**config.mk**
```make
export PLATFORM = sky130hd
export DESIGN_NAME = uart_ack_sender_flat
export DESIGN_NICKNAME = d
export VERILOG_FILES = /design/src/rtl/ext_com_pkg.sv /design/src/rtl/uart_ack_sender_if.sv /design/src/rtl/uart_ack_sender_byte_rx.sv /design/src/rtl/uart_ack_sender.sv /design/src/flat_wrapper.sv
export SDC_FILE = /design/constraint.sdc
export NUM_CORES = 1
export LEC_CHECK = 0
export BUFFER_PORTS_ARGS = -buffer_cell sky130_fd_sc_hd__buf_2
export CAP_MARGIN = 5
export CORE_ASPECT_RATIO = 1.5
export CORE_UTILIZATION = 35
export CTS_BUF_LIST = sky130_fd_sc_hd__clkbuf_8
export DETAILED_ROUTE_END_ITERATION = 12
export GPL_ROUTABILITY_DRIVEN = 0
export PLACE_DENSITY = 0.56
export SLEW_MARGIN = 0
export SYNTH_ARGS = -nofsm -noshare
export SYNTH_HDL_FRONTEND = slang
export SYNTH_SLANG_ARGS = --single-unit
```
**constraint.sdc**
```tcl
create_clock -name clk -period 2.52 [get_ports clk]
set_input_delay 0.252 -clock clk [delete_from_list [all_inputs] [get_ports clk]]
set_output_delay 0.252 -clock clk [all_outputs]
set_load 0.02 [all_outputs]
```
**src/rtl/ext_com_pkg.sv**
```systemverilog
// Shared definitions for the external-communication UART blocks:
// sender FSM states, receiver states, the acknowledgement value and baud helper.
package ext_com_pkg;

    typedef enum logic [2:0] {
        IDLE,
        TX_START,
        TX_DATA,
        TX_STOP,
        WAIT_ACK
    } sender_state_t;

    typedef enum logic [1:0] {
        RX_HUNT,
        RX_START,
        RX_DATA,
        RX_STOP
    } rx_state_t;

    localparam logic [7:0] UART_ACK = 8'b11001100;

    function automatic int unsigned clks_per_bit(input int unsigned clk_freq,
                                                 input int unsigned baud);
        return clk_freq / baud;
    endfunction

endpackage

```
**src/rtl/uart_ack_sender_if.sv**
```systemverilog
// Controller-side handshake of the ACK sender: byte/send request in,
// ready/done/fail/attempt status out.
interface uart_ack_sender_if #(
    parameter int unsigned DATA_WIDTH       = 8,
    parameter int unsigned RETRANSMIT_COUNT = 5
);
    localparam int unsigned ATTEMPT_W = $clog2(RETRANSMIT_COUNT + 2);

    logic [DATA_WIDTH-1:0] data_in;
    logic                  send;
    logic                  ready;
    logic                  done;
    logic                  fail;
    logic [ATTEMPT_W-1:0]  attempt;

    modport master (
        output data_in, send,
        input  ready, done, fail, attempt
    );

    modport slave (
        input  data_in, send,
        output ready, done, fail, attempt
    );

endinterface

```
**src/rtl/uart_ack_sender_byte_rx.sv**
```systemverilog
// UART byte receiver: 2-flop rx synchroniser plus an enable-gated deserialiser
// that pulses byte_valid only for frames with a good stop bit.
module uart_byte_rx
    import ext_com_pkg::*;
#(
    parameter int unsigned DATA_WIDTH   = 8,
    parameter int unsigned CLKS_PER_BIT = 217
) (
    input  logic                  clk,
    input  logic                  rst,
    input  logic                  en,
    input  logic                  rx,
    output logic                  byte_valid,
    output logic [DATA_WIDTH-1:0] byte_data
);

    localparam int unsigned CNT_W = $clog2(CLKS_PER_BIT);
    localparam int unsigned IDX_W = $clog2(DATA_WIDTH);
    localparam logic [CNT_W-1:0] HALF_BIT = CNT_W'(CLKS_PER_BIT / 2);
    localparam logic [CNT_W-1:0] LAST_CLK = CNT_W'(CLKS_PER_BIT - 1);
    localparam logic [IDX_W-1:0] LAST_IDX = IDX_W'(DATA_WIDTH - 1);

    logic [1:0]            sync_q;
    logic                  prev_q;
    logic                  rx_s;
    rx_state_t             state_q, state_d;
    logic [CNT_W-1:0]      cnt_q, cnt_d;
    logic [IDX_W-1:0]      idx_q, idx_d;
    logic [DATA_WIDTH-1:0] shreg_q, shreg_d;
    logic                  valid_q, valid_d;

    assign rx_s = sync_q[1];

    always_comb begin
        state_d = state_q;
        cnt_d   = cnt_q;
        idx_d   = idx_q;
        shreg_d = shreg_q;
        valid_d = 1'b0;
        if (!en) begin
            state_d = RX_HUNT;
            cnt_d   = '0;
            idx_d   = '0;
        end else begin
            case (state_q)
                RX_HUNT: begin
                    if (prev_q && !rx_s) begin
                        state_d = RX_START;
                        cnt_d   = '0;
                    end
                end
                // Start bit must still be low at its midpoint, otherwise it was a glitch.
                RX_START: begin
                    if (cnt_q == HALF_BIT) begin
                        cnt_d   = '0;
                        idx_d   = '0;
                        state_d = rx_s ? RX_HUNT : RX_DATA;
                    end else begin
                        cnt_d = cnt_q + 1'b1;
                    end
                end
                RX_DATA: begin
                    if (cnt_q == LAST_CLK) begin
                        cnt_d   = '0;
                        shreg_d = {rx_s, shreg_q[DATA_WIDTH-1:1]};
                        if (idx_q == LAST_IDX) begin
                            state_d = RX_STOP;
                        end else begin
                            idx_d = idx_q + 1'b1;
                        end
                    end else begin
                        cnt_d = cnt_q + 1'b1;
                    end
                end
                RX_STOP: begin
                    if (cnt_q == LAST_CLK) begin
                        cnt_d   = '0;
                        valid_d = rx_s;
                        state_d = RX_HUNT;
                    end else begin
                        cnt_d = cnt_q + 1'b1;
                    end
                end
                default: state_d = RX_HUNT;
            endcase
        end
    end

    always_ff @(posedge clk) begin
        if (rst) begin
            sync_q  <= '1;
            prev_q  <= 1'b1;
            state_q <= RX_HUNT;
            cnt_q   <= '0;
            idx_q   <= '0;
            shreg_q <= '0;
            valid_q <= 1'b0;
        end else begin
            sync_q  <= {sync_q[0], rx};
            prev_q  <= sync_q[1];
            state_q <= state_d;
            cnt_q   <= cnt_d;
            idx_q   <= idx_d;
            shreg_q <= shreg_d;
            valid_q <= valid_d;
        end
    end

    assign byte_valid = valid_q;
    assign byte_data  = shreg_q;

endmodule

```
**src/rtl/uart_ack_sender.sv**
```systemverilog
// UART transmit stage with acknowledgement: sends a byte, waits for ACK_BYTE
// on rx, retransmits on timeout and reports done/fail as one-cycle pulses.
module uart_ack_sender
    import ext_com_pkg::*;
#(
    parameter int unsigned DATA_WIDTH       = 8,
    parameter int unsigned CLK_FREQ         = 50_000_000,
    parameter int unsigned BAUD_RATE        = 230400,
    parameter int unsigned RETRANSMIT_COUNT = 5,
    parameter int unsigned ACK_TIMEOUT      = 1,
    parameter logic [DATA_WIDTH-1:0] ACK_BYTE = UART_ACK
) (
    input  logic               clk,
    input  logic               rst,
    uart_ack_sender_if.slave   ctrl,
    output logic               tx,
    input  logic               rx
);

    localparam int unsigned CLKS_PER_BIT = clks_per_bit(CLK_FREQ, BAUD_RATE);
    localparam int unsigned TIMEOUT_CLKS = CLK_FREQ / 1000 * ACK_TIMEOUT;
    localparam int unsigned ATT_W = $clog2(RETRANSMIT_COUNT + 2);
    localparam int unsigned CNT_W = $clog2(CLKS_PER_BIT);
    localparam int unsigned IDX_W = $clog2(DATA_WIDTH);
    localparam int unsigned TMO_W = $clog2(TIMEOUT_CLKS);

    sender_state_t         state_q, state_d;
    logic [DATA_WIDTH-1:0] data_q, data_d;
    logic [DATA_WIDTH-1:0] shift_q, shift_d;
    logic [CNT_W-1:0]      bitclk_q, bitclk_d;
    logic [IDX_W-1:0]      bitidx_q, bitidx_d;
    logic [TMO_W-1:0]      tmo_q, tmo_d;
    logic [ATT_W-1:0]      attempt_q, attempt_d;
    logic                  tx_q, tx_d;
    logic                  done_q, done_d;
    logic                  fail_q, fail_d;

    logic                  rx_valid;
    logic [DATA_WIDTH-1:0] rx_data;
    logic                  ack_hit;
    logic                  bit_end;

    uart_byte_rx #(
        .DATA_WIDTH   (DATA_WIDTH),
        .CLKS_PER_BIT (CLKS_PER_BIT)
    ) u_rx (
        .clk        (clk),
        .rst        (rst),
        .en         (state_q == WAIT_ACK),
        .rx         (rx),
        .byte_valid (rx_valid),
        .byte_data  (rx_data)
    );

    assign ack_hit = rx_valid && (rx_data == ACK_BYTE);
    assign bit_end = (bitclk_q == CNT_W'(CLKS_PER_BIT - 1));

    // tx is registered from the next-state decision so each bit lasts exactly CLKS_PER_BIT.
    always_comb begin
        state_d   = state_q;
        data_d    = data_q;
        shift_d   = shift_q;
        bitclk_d  = bitclk_q;
        bitidx_d  = bitidx_q;
        tmo_d     = tmo_q;
        attempt_d = attempt_q;
        tx_d      = tx_q;
        done_d    = 1'b0;
        fail_d    = 1'b0;
        case (state_q)
            IDLE: begin
                if (ctrl.send) begin
                    data_d    = ctrl.data_in;
                    shift_d   = ctrl.data_in;
                    attempt_d = ATT_W'(1);
                    bitclk_d  = '0;
                    tx_d      = 1'b0;
                    state_d   = TX_START;
                end
            end
            TX_START: begin
                if (bit_end) begin
                    bitclk_d = '0;
                    bitidx_d = '0;
                    tx_d     = shift_q[0];
                    state_d  = TX_DATA;
                end else begin
                    bitclk_d = bitclk_q + 1'b1;
                end
            end
            TX_DATA: begin
                if (bit_end) begin
                    bitclk_d = '0;
                    if (bitidx_q == IDX_W'(DATA_WIDTH - 1)) begin
                        tx_d    = 1'b1;
                        state_d = TX_STOP;
                    end else begin
                        shift_d  = shift_q >> 1;
                        tx_d     = shift_q[1];
                        bitidx_d = bitidx_q + 1'b1;
                    end
                end else begin
                    bitclk_d = bitclk_q + 1'b1;
                end
            end
            TX_STOP: begin
                if (bit_end) begin
                    bitclk_d = '0;
                    tmo_d    = '0;
                    state_d  = WAIT_ACK;
                end else begin
                    bitclk_d = bitclk_q + 1'b1;
                end
            end
            WAIT_ACK: begin
                tmo_d = tmo_q + 1'b1;
                if (ack_hit) begin
                    done_d  = 1'b1;
                    state_d = IDLE;
                end else if (tmo_q == TMO_W'(TIMEOUT_CLKS - 1)) begin
                    if (attempt_q <= ATT_W'(RETRANSMIT_COUNT)) begin
                        attempt_d = attempt_q + 1'b1;
                        shift_d   = data_q;
                        bitclk_d  = '0;
                        tx_d      = 1'b0;
                        state_d   = TX_START;
                    end else begin
                        fail_d  = 1'b1;
                        state_d = IDLE;
                    end
                end
            end
            default: state_d = IDLE;
        endcase
    end

    always_ff @(posedge clk) begin
        if (rst) begin
            state_q   <= IDLE;
            data_q    <= '0;
            shift_q   <= '0;
            bitclk_q  <= '0;
            bitidx_q  <= '0;
            tmo_q     <= '0;
            attempt_q <= '0;
            tx_q      <= 1'b1;
            done_q    <= 1'b0;
            fail_q    <= 1'b0;
        end else begin
            state_q   <= state_d;
            data_q    <= data_d;
            shift_q   <= shift_d;
            bitclk_q  <= bitclk_d;
            bitidx_q  <= bitidx_d;
            tmo_q     <= tmo_d;
            attempt_q <= attempt_d;
            tx_q      <= tx_d;
            done_q    <= done_d;
            fail_q    <= fail_d;
        end
    end

    assign tx           = tx_q;
    assign ctrl.ready   = (state_q == IDLE);
    assign ctrl.done    = done_q;
    assign ctrl.fail    = fail_q;
    assign ctrl.attempt = attempt_q;

endmodule

```
**src/flat_wrapper.sv**
```systemverilog
// flat-port wrapper written by rule: the top's interface ports become plain ports
module uart_ack_sender_flat import ext_com_pkg::*;
#(
    parameter int unsigned DATA_WIDTH       = 8,
    parameter int unsigned CLK_FREQ         = 50_000_000,
    parameter int unsigned BAUD_RATE        = 230400,
    parameter int unsigned RETRANSMIT_COUNT = 5,
    parameter int unsigned ACK_TIMEOUT      = 1,
    parameter logic [DATA_WIDTH-1:0] ACK_BYTE = UART_ACK
)
  (clk, rst, tx, rx, ctrl_data_in, ctrl_send, ctrl_ready, ctrl_done, ctrl_fail, ctrl_attempt);
  uart_ack_sender_if #(.DATA_WIDTH(DATA_WIDTH), .RETRANSMIT_COUNT(RETRANSMIT_COUNT)) ctrl_i ();
  input  logic clk;
  input  logic rst;
  output logic tx;
  input  logic rx;
  input wire logic [$bits(ctrl_i.data_in)-1:0] ctrl_data_in;
  input wire logic [$bits(ctrl_i.send)-1:0] ctrl_send;
  output wire logic [$bits(ctrl_i.ready)-1:0] ctrl_ready;
  output wire logic [$bits(ctrl_i.done)-1:0] ctrl_done;
  output wire logic [$bits(ctrl_i.fail)-1:0] ctrl_fail;
  output wire logic [$bits(ctrl_i.attempt)-1:0] ctrl_attempt;
  assign ctrl_i.data_in = ctrl_data_in;
  assign ctrl_i.send = ctrl_send;
  assign ctrl_ready = ctrl_i.ready;
  assign ctrl_done = ctrl_i.done;
  assign ctrl_fail = ctrl_i.fail;
  assign ctrl_attempt = ctrl_i.attempt;
  uart_ack_sender #(.DATA_WIDTH(DATA_WIDTH), .CLK_FREQ(CLK_FREQ), .BAUD_RATE(BAUD_RATE), .RETRANSMIT_COUNT(RETRANSMIT_COUNT), .ACK_TIMEOUT(ACK_TIMEOUT), .ACK_BYTE(ACK_BYTE)) u_core (.clk(clk), .rst(rst), .ctrl(ctrl_i), .tx(tx), .rx(rx));
endmodule
```
Word level (Yosys, flattened, before mapping)
Cells that the tools add are included.

Register bits: 77. Input port bits: 12. Word-level logic and storage cells: 143.

Add/sub/neg operators: 6. Order comparisons: 1. Eq/ne operators: 30. Muxes and demuxes: 57. Bitwise gates (word level): 4. Reduce and logical (&&, ||, !) cells: 28.

Operators with widths (count): $mux W8 (14); $pmux W8 S3 (3); $mux W3 (16); $pmux W16 S2 (1); $eq A8 B8 Y1 const B (3); $ne A2 B2 Y1 const B (9); $pmux W3 S2 (3); $add A16 B1 Y16 const B (1); $add A8 B1 Y8 const B (2); $eq A16 B16 Y1 const B (1); $mux W16 (1); $pmux W3 S5 (1); $reduce_and A5 Y1 (3); $reduce_and A7 Y1 (2); $mux W2 (6); $ne A2 B1 Y1 const B (6); $mux W1 (10); $add A3 B1 Y3 const B (3); $eq A3 B3 Y1 const B (3); $eq A8 B7 Y1 const B (1); $pmux W2 S4 (1); $reduce_and A4 Y1 (2); $reduce_bool A2 Y1 (4); $reduce_or A4 Y1 (2); other kinds (19) (28).

Depth between registers and ports, before layout
Gate-level depths: netlist (run 1).

Depth in word-level cells: 5. Gate-level depth with buffers: 8. Mapped depth without buffers: 7.

Hierarchy
Synthesis (run 1) repeated with hierarchy kept, for this count alone.

Cells, all modules: 465. Area, all modules: 4016.4 µm².

Modules (own cells, without submodules): uart_ack_sender (times used 1, cells an instance 331, area each 2793.9 µm², seq. area each 1041.0 µm²); uart_byte_rx (times used 1, cells an instance 134, area each 1222.4 µm², seq. area each 500.5 µm²).

Least setup slack after synthesis (run 1)
No wires, ideal clock.

Path type: register -> register. Start: register u_core.bitidx_q[0]. End: register u_core.shift_q[1]. Library setup time: 129 ps. Data arrival time: 1897 ps. Required time: 2391 ps. Setup slack: 494 ps. Stages on the path, launching flop included: 8. Buffers on the path: 1. Clock period less this slack: 2026 ps. Cells stage by stage: dfxtp_1 -> ha_1 -> ha_1 -> o41a_1 -> a211o_1 -> buf_1 -> o21ai_0 -> o41ai_2.

Word-level cells in the longest chain between the ends: 3.

Ends and longest elaborated chain: start, declared (RTL line uart_ack_sender.sv:31) `logic [IDX_W-1:0] bitidx_q, bitidx_d;`; start signal, assigned (RTL line uart_ack_sender.sv:154) `bitidx_q <= bitidx_d;`; $eq A3 B3 Y1 (RTL line uart_ack_sender.sv:94) `if (bitidx_q == IDX_W'(DATA_WIDTH - 1)) begin`; $ne A2 B2 Y1 (no source line); $reduce_and A7 Y1 (no source line); end signal, assigned (RTL line uart_ack_sender.sv:152) `shift_q <= shift_d;`; end, declared (RTL line uart_ack_sender.sv:29) `logic [DATA_WIDTH-1:0] shift_q, shift_d;`.

No other way between the ends. A chain may end at the register's enable or synchronous reset.

Worst setup path after layout (run 1)
Start: register u_core.tmo_q[7]. End: register u_core.bitclk_q[5].

Word-level cells in the longest chain between the ends: 3.

Ends and longest elaborated chain: start, declared (RTL line uart_ack_sender.sv:32) `logic [TMO_W-1:0] tmo_q, tmo_d;`; start signal, assigned (RTL line uart_ack_sender.sv:155) `tmo_q <= tmo_d;`; $eq A16 B16 Y1 (RTL line uart_ack_sender.sv:120) `end else if (tmo_q == TMO_W'(TIMEOUT_CLKS - 1)) begin`; $ne A2 B1 Y1 (no source line); $reduce_and A5 Y1 (no source line); end signal, assigned (RTL line uart_ack_sender.sv:153) `bitclk_q <= bitclk_d;`; end, declared (RTL line uart_ack_sender.sv:30) `logic [CNT_W-1:0] bitclk_q, bitclk_d;`.

No other way between the ends.

==> flow_summary.json, run 1 <==
{
  "outcome": "completed",
  "power_w": 0.002581,
  "cts_root_buf": "clkbuf_8",
  "fp.coreArea_um2": 10650,
  "crit_chain": "or4b_4 > nor4_4 > a31oi_1 > o21ai_0 > a21oi_1",
  "drt_iter0_drc": 184,
  "setup_viol": 0,
  "syn_area_um2": 3859,
  "cp_slowest_cell": "or4b_4",
  "dieArea_um2": 11460,
  "ys_types": 60,
  "syn-num-nets": 483,
  "start_kind": "flop",
  "wl_per_cell_um": 14.27,
  "synth_warnings": 0,
  "ys_seq_elements": 77,
  "synth_top_area_share_pct": 39.95,
  "cts-htree-levels": 3,
  "grt_pass1_wl_mm": 14.95,
  "arrival_ps": 2540,
  "clock.fmax_mhz": 430.9,
  "remaining_drc_errors": 0,
  "critical_path_required_ps": 2740,
  "syn2layout_area_growth_pct": 13.62,
  "clkTransAtPathRegs_ps": 80,
  "synth_edf_count": 0,
  "grt_overflow": 0,
  "syn_area_per_cell_um2": 8.370,
  "layout.nets": 502,
  "insertedDiodeCount": 0,
  "drive_above_1_share_pct": 13.81,
  "antenna_found_initial": 0,
  "initial_utilization_pct": 36.24,
  "drt_wl_total_mm": 8.973,
  "rows": 46,
  "ant_nets": 0,
  "cts_tree": "done",
  "fin_crit_ps": 2321,
  "synth_async_sr_flop_share_pct": 0,
  "p_leak_nw": 1.598,
  "worstSkewPairLatency_ps": 360,
  "max_cap_violations": 0,
  "yosysSeqAreaShare_pct": 39.95,
  "cts.sink_count": 77,
  "clock_path_buffers": 2,
  "hold_viol_final": 0,
  "cpLargestDelayFamily": "simple AND/OR/NAND/NOR gates",
  "grt_max_degree": 37,
  "track_usage_pct": 16.60,
  "ir_drop_mv": 0.2360,
  "yosysTopAreaCell": "dfxtp_1",
  "cts_resized": 0,
  "fp.dieW_um": 87.73,
  "worstPathMaxFanout": 9,
  "io_pins": 19,
  "grt_pass1_vias": 3192,
  "grt_setup_unrepaired": "false",
  "fin_crit_sh_pct": 92.10,
  "cts_hold_buf": 0,
  "fin_skew_ps": 12.10,
  "portBuffers": 18,
  "tightest_slew_ps": 791.8,
  "synth_ff_type": "dfxtp_1",
  "synthCells": 461,
  "vias": 3424,
  "drv_slew": 0,
  "layout_commonest_cell": "dfxtp_1",
  "critPathKind": "reg2reg",
  "dr.pass1.iters": 4,
  "p_per_area_nw_per_um2": 588.8,
  "cts_made_buffers": 9,
  "min_path_type": "in2reg",
  "setup_tns_ps": 0,
  "vias_per_cell": 5.444,
  "cp_num_buf_inv": 0,
  "finalCoreUtilization_pct": 41.18,
  "dp_hpwl_mm": 6.177,
  "end_kind": "flop",
  "cts_setup_buffers": 0,
  "layout_common_cells": "77 x dfxtp_1, 52 x nand2_1, 43 x nor2_1, 39 x a21oi_1, 21 x nand3_1",
  "relSlewSlack_pct": 46.97,
  "slowest_delay_ps": 560,
  "synth_area_leaders": "dfxtp_1 40%, a21oi_1 5.1%, nand2_1 5.1%",
  "dieHeight_um": 130.6
}
==> cell type report <==
cell class / instances / area [um2]
tap: 144 / 180.2
sequential: 77 / 1541
inverter: 16 / 60.06
multi-input combinational: 345 / 2143
clock inverter: 4 / 93.84
clock buffer: 12 / 165.2
fill: 1115 / 6264
timing repair buffer: 31 / 200.2
==> flip-flops by register name, summed over array words and instances, names as in the netlist, named ones only <==
name                    cells
u_core.bitclk_q             8
u_core.bitidx_q             3
u_core.ctrl.attempt         3
u_core.ctrl.done            1
u_core.ctrl.fail            1
u_core.data_q               8
u_core.shift_q              8
u_core.state_q              3
u_core.tmo_q               16
u_core.tx                   1
u_core.u_rx.byte_data       8
u_core.u_rx.byte_valid      1
u_core.u_rx.cnt_q           8
u_core.u_rx.idx_q           3
u_core.u_rx.prev_q          1
u_core.u_rx.state_q         1
u_core.u_rx.sync_q          2
==> synthesized netlist by cell type, types with 3 or more instances <==
master / instances
inv_1: 16
dfxtp_1: 77
o31ai_1: 4
a22o_1: 7
ha_1: 10
or3_1: 5
nand4_1: 7
mux2i_1: 12
o21a_1: 3
or4_1: 3
a31oi_1: 6
and3_1: 7
o41ai_1: 6
nor2_1: 43
nor3_1: 15
a311oi_1: 9
o21ai_0: 20
or2_2: 6
o211ai_1: 3
nand3_1: 21
nor4_1: 4
nand4b_1: 3
nand3b_1: 3
nor2b_1: 11
nand2b_1: 5
buf_6: 4
nand2_1: 52
a21oi_1: 39
clkbuf_1: 16
mux2_2: 4
a22oi_1: 3
==> cell families after synthesis <==
family                   count (synthesis)  synth area share, %
flip-flops                              77                39.95
AO/OA/AOI/OAI                          121                21.24
adder cells (fa/ha/maj)                 10                3.243
AND/OR/NAND/NOR                        195                25.81
buffers and inverters                   39                4.637
XOR/XNOR                                 2               0.4540
multiplexers                            17                4.669
==> worst paths after layout <==
kind	end	from	depth (start not counted)	slack [ps]
setup reg to reg	u_core.bitclk_q[5]	u_core.tmo_q[7]	5	200
setup / recovery	u_core.bitclk_q[5]	u_core.tmo_q[7]	5	200
hold / removal	u_core.u_rx.sync_q[0]	rx	2	80
hold reg to reg	u_core.u_rx.sync_q[1]	u_core.u_rx.sync_q[0]	1	410
==> power breakdown <==
group	leakage [nW]	switching [W]	internal (W)
logic	0.840	0.0000850	0.0000482
registers	0.624	0.0000185	0.00124
clock network	0.134	0.000453	0.000736
==> metrics by stage <==
step / setup WS [ps] / instance area [um2] / hold slack (ps) / instances
final: 199.2 / 4384 / 80.96 / 629
after global routing: 9.060 / 4384 / 85.19 / 629
after CTS: 177.8 / 4384 / 63.16 / 629
after detailed placement: 205.3 / 4125 / 393.7 / 613
after global placement: 260.1 / 4125 / 394.1 / 613
after floorplan: 494.3 / 3859 / 355.8 / 461
==> metal layers <==
metal  global-route usage (%)  part of all wire, %  vias to the layer above  wire length [um]
li1                         -                    -                     1725                 -
met1                    19.23                   45                     1633              4041
met2                    28.73                   49                       48              4441
met3                    3.392                  3.1                       18               279
met4                    8.197                  2.3                        0               210
met5                        0                    0                        -                 0
No activity file was read; power rests on OpenSTA's default activity.
==> run 2, diff against run 1 <==
- RECOVER_POWER: unset -> 100
==> run 2 against run 1 <==
Compared with the run above: global-route usage unchanged; sequential share of layout area increased by 0.23 points; first-iteration DRC count shrank 18%; clock skew is 0.73 ps higher; combinational power barely moved; critical path depth did not move; clock-buffer cell count unchanged; via count down 0.50%; register-to-register slack improved by 20 ps; maximum frequency grew 0.96%; hold slack gained 4.2 ps; routed wire length shrank 0.53%; critical path type unchanged; largest power group unchanged.
==> flow_summary.json, run 2 (synthesis gave the netlist of run 1 again) <==
{
  "outcome": "completed",
  "grt_pass1_vias": 3192,
  "vias_per_cell": 5.417,
  "critPathKind": "reg2reg",
  "start_kind": "flop",
  "portBuffers": 18,
  "cts-htree-levels": 3,
  "max_cap_violations": 0,
  "clkTransAtPathRegs_ps": 80,
  "drt_wl_total_mm": 8.925,
  "grt_max_degree": 37,
  "power_frac_seq_pct": 48.8,
  "wl_per_cell_um": 14.19,
  "num-fill-cells": 1120,
  "r2r_cells": 5,
  "grt_pass1_wl_mm": 14.95,
  "dieArea_um2": 11460,
  "hold_viol_final": 0,
  "dr.pass1.iters": 5,
  "initial_utilization_pct": 36.24,
  "arrival_ps": 2520,
  "p_sw_w": 0.0005559,
  "cts.sink_count": 77,
  "rows": 46,
  "drt_iter0_drc": 150,
  "min_path_cells": 2,
  "cp_slowest_cell": "or4b_4",
  "sw_frac_of_total_pct": 21.56,
  "fp.dieW_um": 87.73,
  "clock_path_buffers": 2,
  "vias": 3407,
  "track_usage_pct": 16.60,
  "p_leak_nw": 1.553,
  "p_per_area_nw_per_um2": 591.9,
  "ir_drop_mv": 0.2364,
  "syn2layout_area_growth_pct": 12.87,
  "grt_overflow": 0,
  "tightest_slew_ps": 1235,
  "end_kind": "flop",
  "layout_commonest_cell": "dfxtp_1",
  "cts_made_buffers": 9,
  "largest-register": "u_core.tmo_q",
  "antenna_found_initial": 0,
  "grt_setup_unrepaired": "false",
  "slowest_delay_ps": 560,
  "drive_above_1_share_pct": 11.13,
  "largest_register_ffs": 16,
  "crit_chain": "or4b_4 > nor4_4 > a31oi_1 > o21ai_0 > a21oi_1",
  "layout_common_cells": "77 x dfxtp_1, 53 x nand2_1, 43 x nor2_1, 39 x a21oi_1, 21 x nand3_1",
  "clock.fmax_mhz": 435.0,
  "fin_crit_ps": 2299,
  "p_int_w": 0.002022,
  "fp.coreArea_um2": 10650,
  "setup_viol": 0,
  "fin_crit_sh_pct": 91.22,
  "cts_hold_buf": 0,
  "io_pins": 19,
  "setup_tns_ps": 0,
  "cts_root_buf": "clkbuf_8",
  "min_path_type": "in2reg",
  "critical_path_required_ps": 2740,
  "final_area_um2": 4355,
  "dp_hpwl_mm": 6.177,
  "layout.nets": 502,
  "worstSkewPairLatency_ps": 350,
  "insertedDiodeCount": 0,
  "dieHeight_um": 130.6,
  "ant_nets": 0,
  "cts_resized": 0,
  "dpl_cell_area_um2": 4125,
  "drv_slew": 0,
  "cts_tree": "done",
  "clkPwrFrac_pct": 46.1,
  "relSlewSlack_pct": 17.70,
  "fin_skew_ps": 12.83,
  "worstPathMaxFanout": 9,
  "cts_setup_buffers": 0,
  "remaining_drc_errors": 0,
  "comb_power_share_pct": 5.0
}
==> run 2: area by class of cell <==
| class | count | area, um2 | area share [%] |
|---|---|---|---|
| multi-input combinational | 345 | 2132 | 48.95 |
| sequential | 77 | 1541 | 35.39 |
| clock buffer | 12 | 165.2 | 3.792 |
| clock inverter | 4 | 93.84 | 2.155 |
| timing repair buffer | 31 | 182.7 | 4.194 |
| inverter | 16 | 60.06 | 1.379 |
| tap | 144 | 180.2 | 4.137 |
==> run 2: path summary, 6_finish.rpt <==
path | start | to | slack [ps]
worst max register to register | u_core.tmo_q[7] | u_core.bitclk_q[5] | 220
worst min register to register | u_core.u_rx.sync_q[0] | u_core.u_rx.sync_q[1] | 410
worst min-delay path | rx | u_core.u_rx.sync_q[0] | 90
worst max-delay path | u_core.tmo_q[7] | u_core.bitclk_q[5] | 220
==> run 2: stage by stage <==
stage / hold slack (ps) / worst slack, ps / std cells / util (%) / total power (W)
CTS: 63.16 / 177.8 / 629 / 41.18 / 0.002612
detailed placement: 393.7 / 205.3 / 613 / 38.74 / 0.001420
floorplan: 355.8 / 494.3 / 461 / - / 0.001380
finish: 85.11 / 221.2 / 629 / 40.90 / 0.002578
global placement: 394.1 / 260.1 / 613 / 38.74 / 0.001418
global route: 85.19 / 36.76 / 629 / 40.90 / 0.002698
==> run 2: power groups by stage <==
stage | clock network [W] | logic [W] | registers, W
final | 0.00119 | 0.000130 | 0.00126
after global routing | 0.00129 | 0.000145 | 0.00126
after CTS | 0.00122 | 0.000133 | 0.00126
after detailed placement | 0 | 0.000133 | 0.00129
after global placement | 0 | 0.000131 | 0.00129
after floorplan | 0 | 0.0000964 | 0.00128
==> run 2: layer usage <==
metal	global-route usage, %	up-vias	wire length, um	part of all wire [%]
met4	8.197	0	202	2.3
li1	-	1725	-	-
met2	28.73	50	4450	50
met5	0	-	0	0
met1	19.23	1616	3979	45
met3	3.392	16	292	3.3
==> run 2: worst max-delay path: cells and delay by family (launching register included) <==
family / cells / cell delay (ps)
AO/OA/AOI/OAI: 3 / 770
AND/OR/NAND/NOR: 2 / 1040
flip-flops: 1 / 360
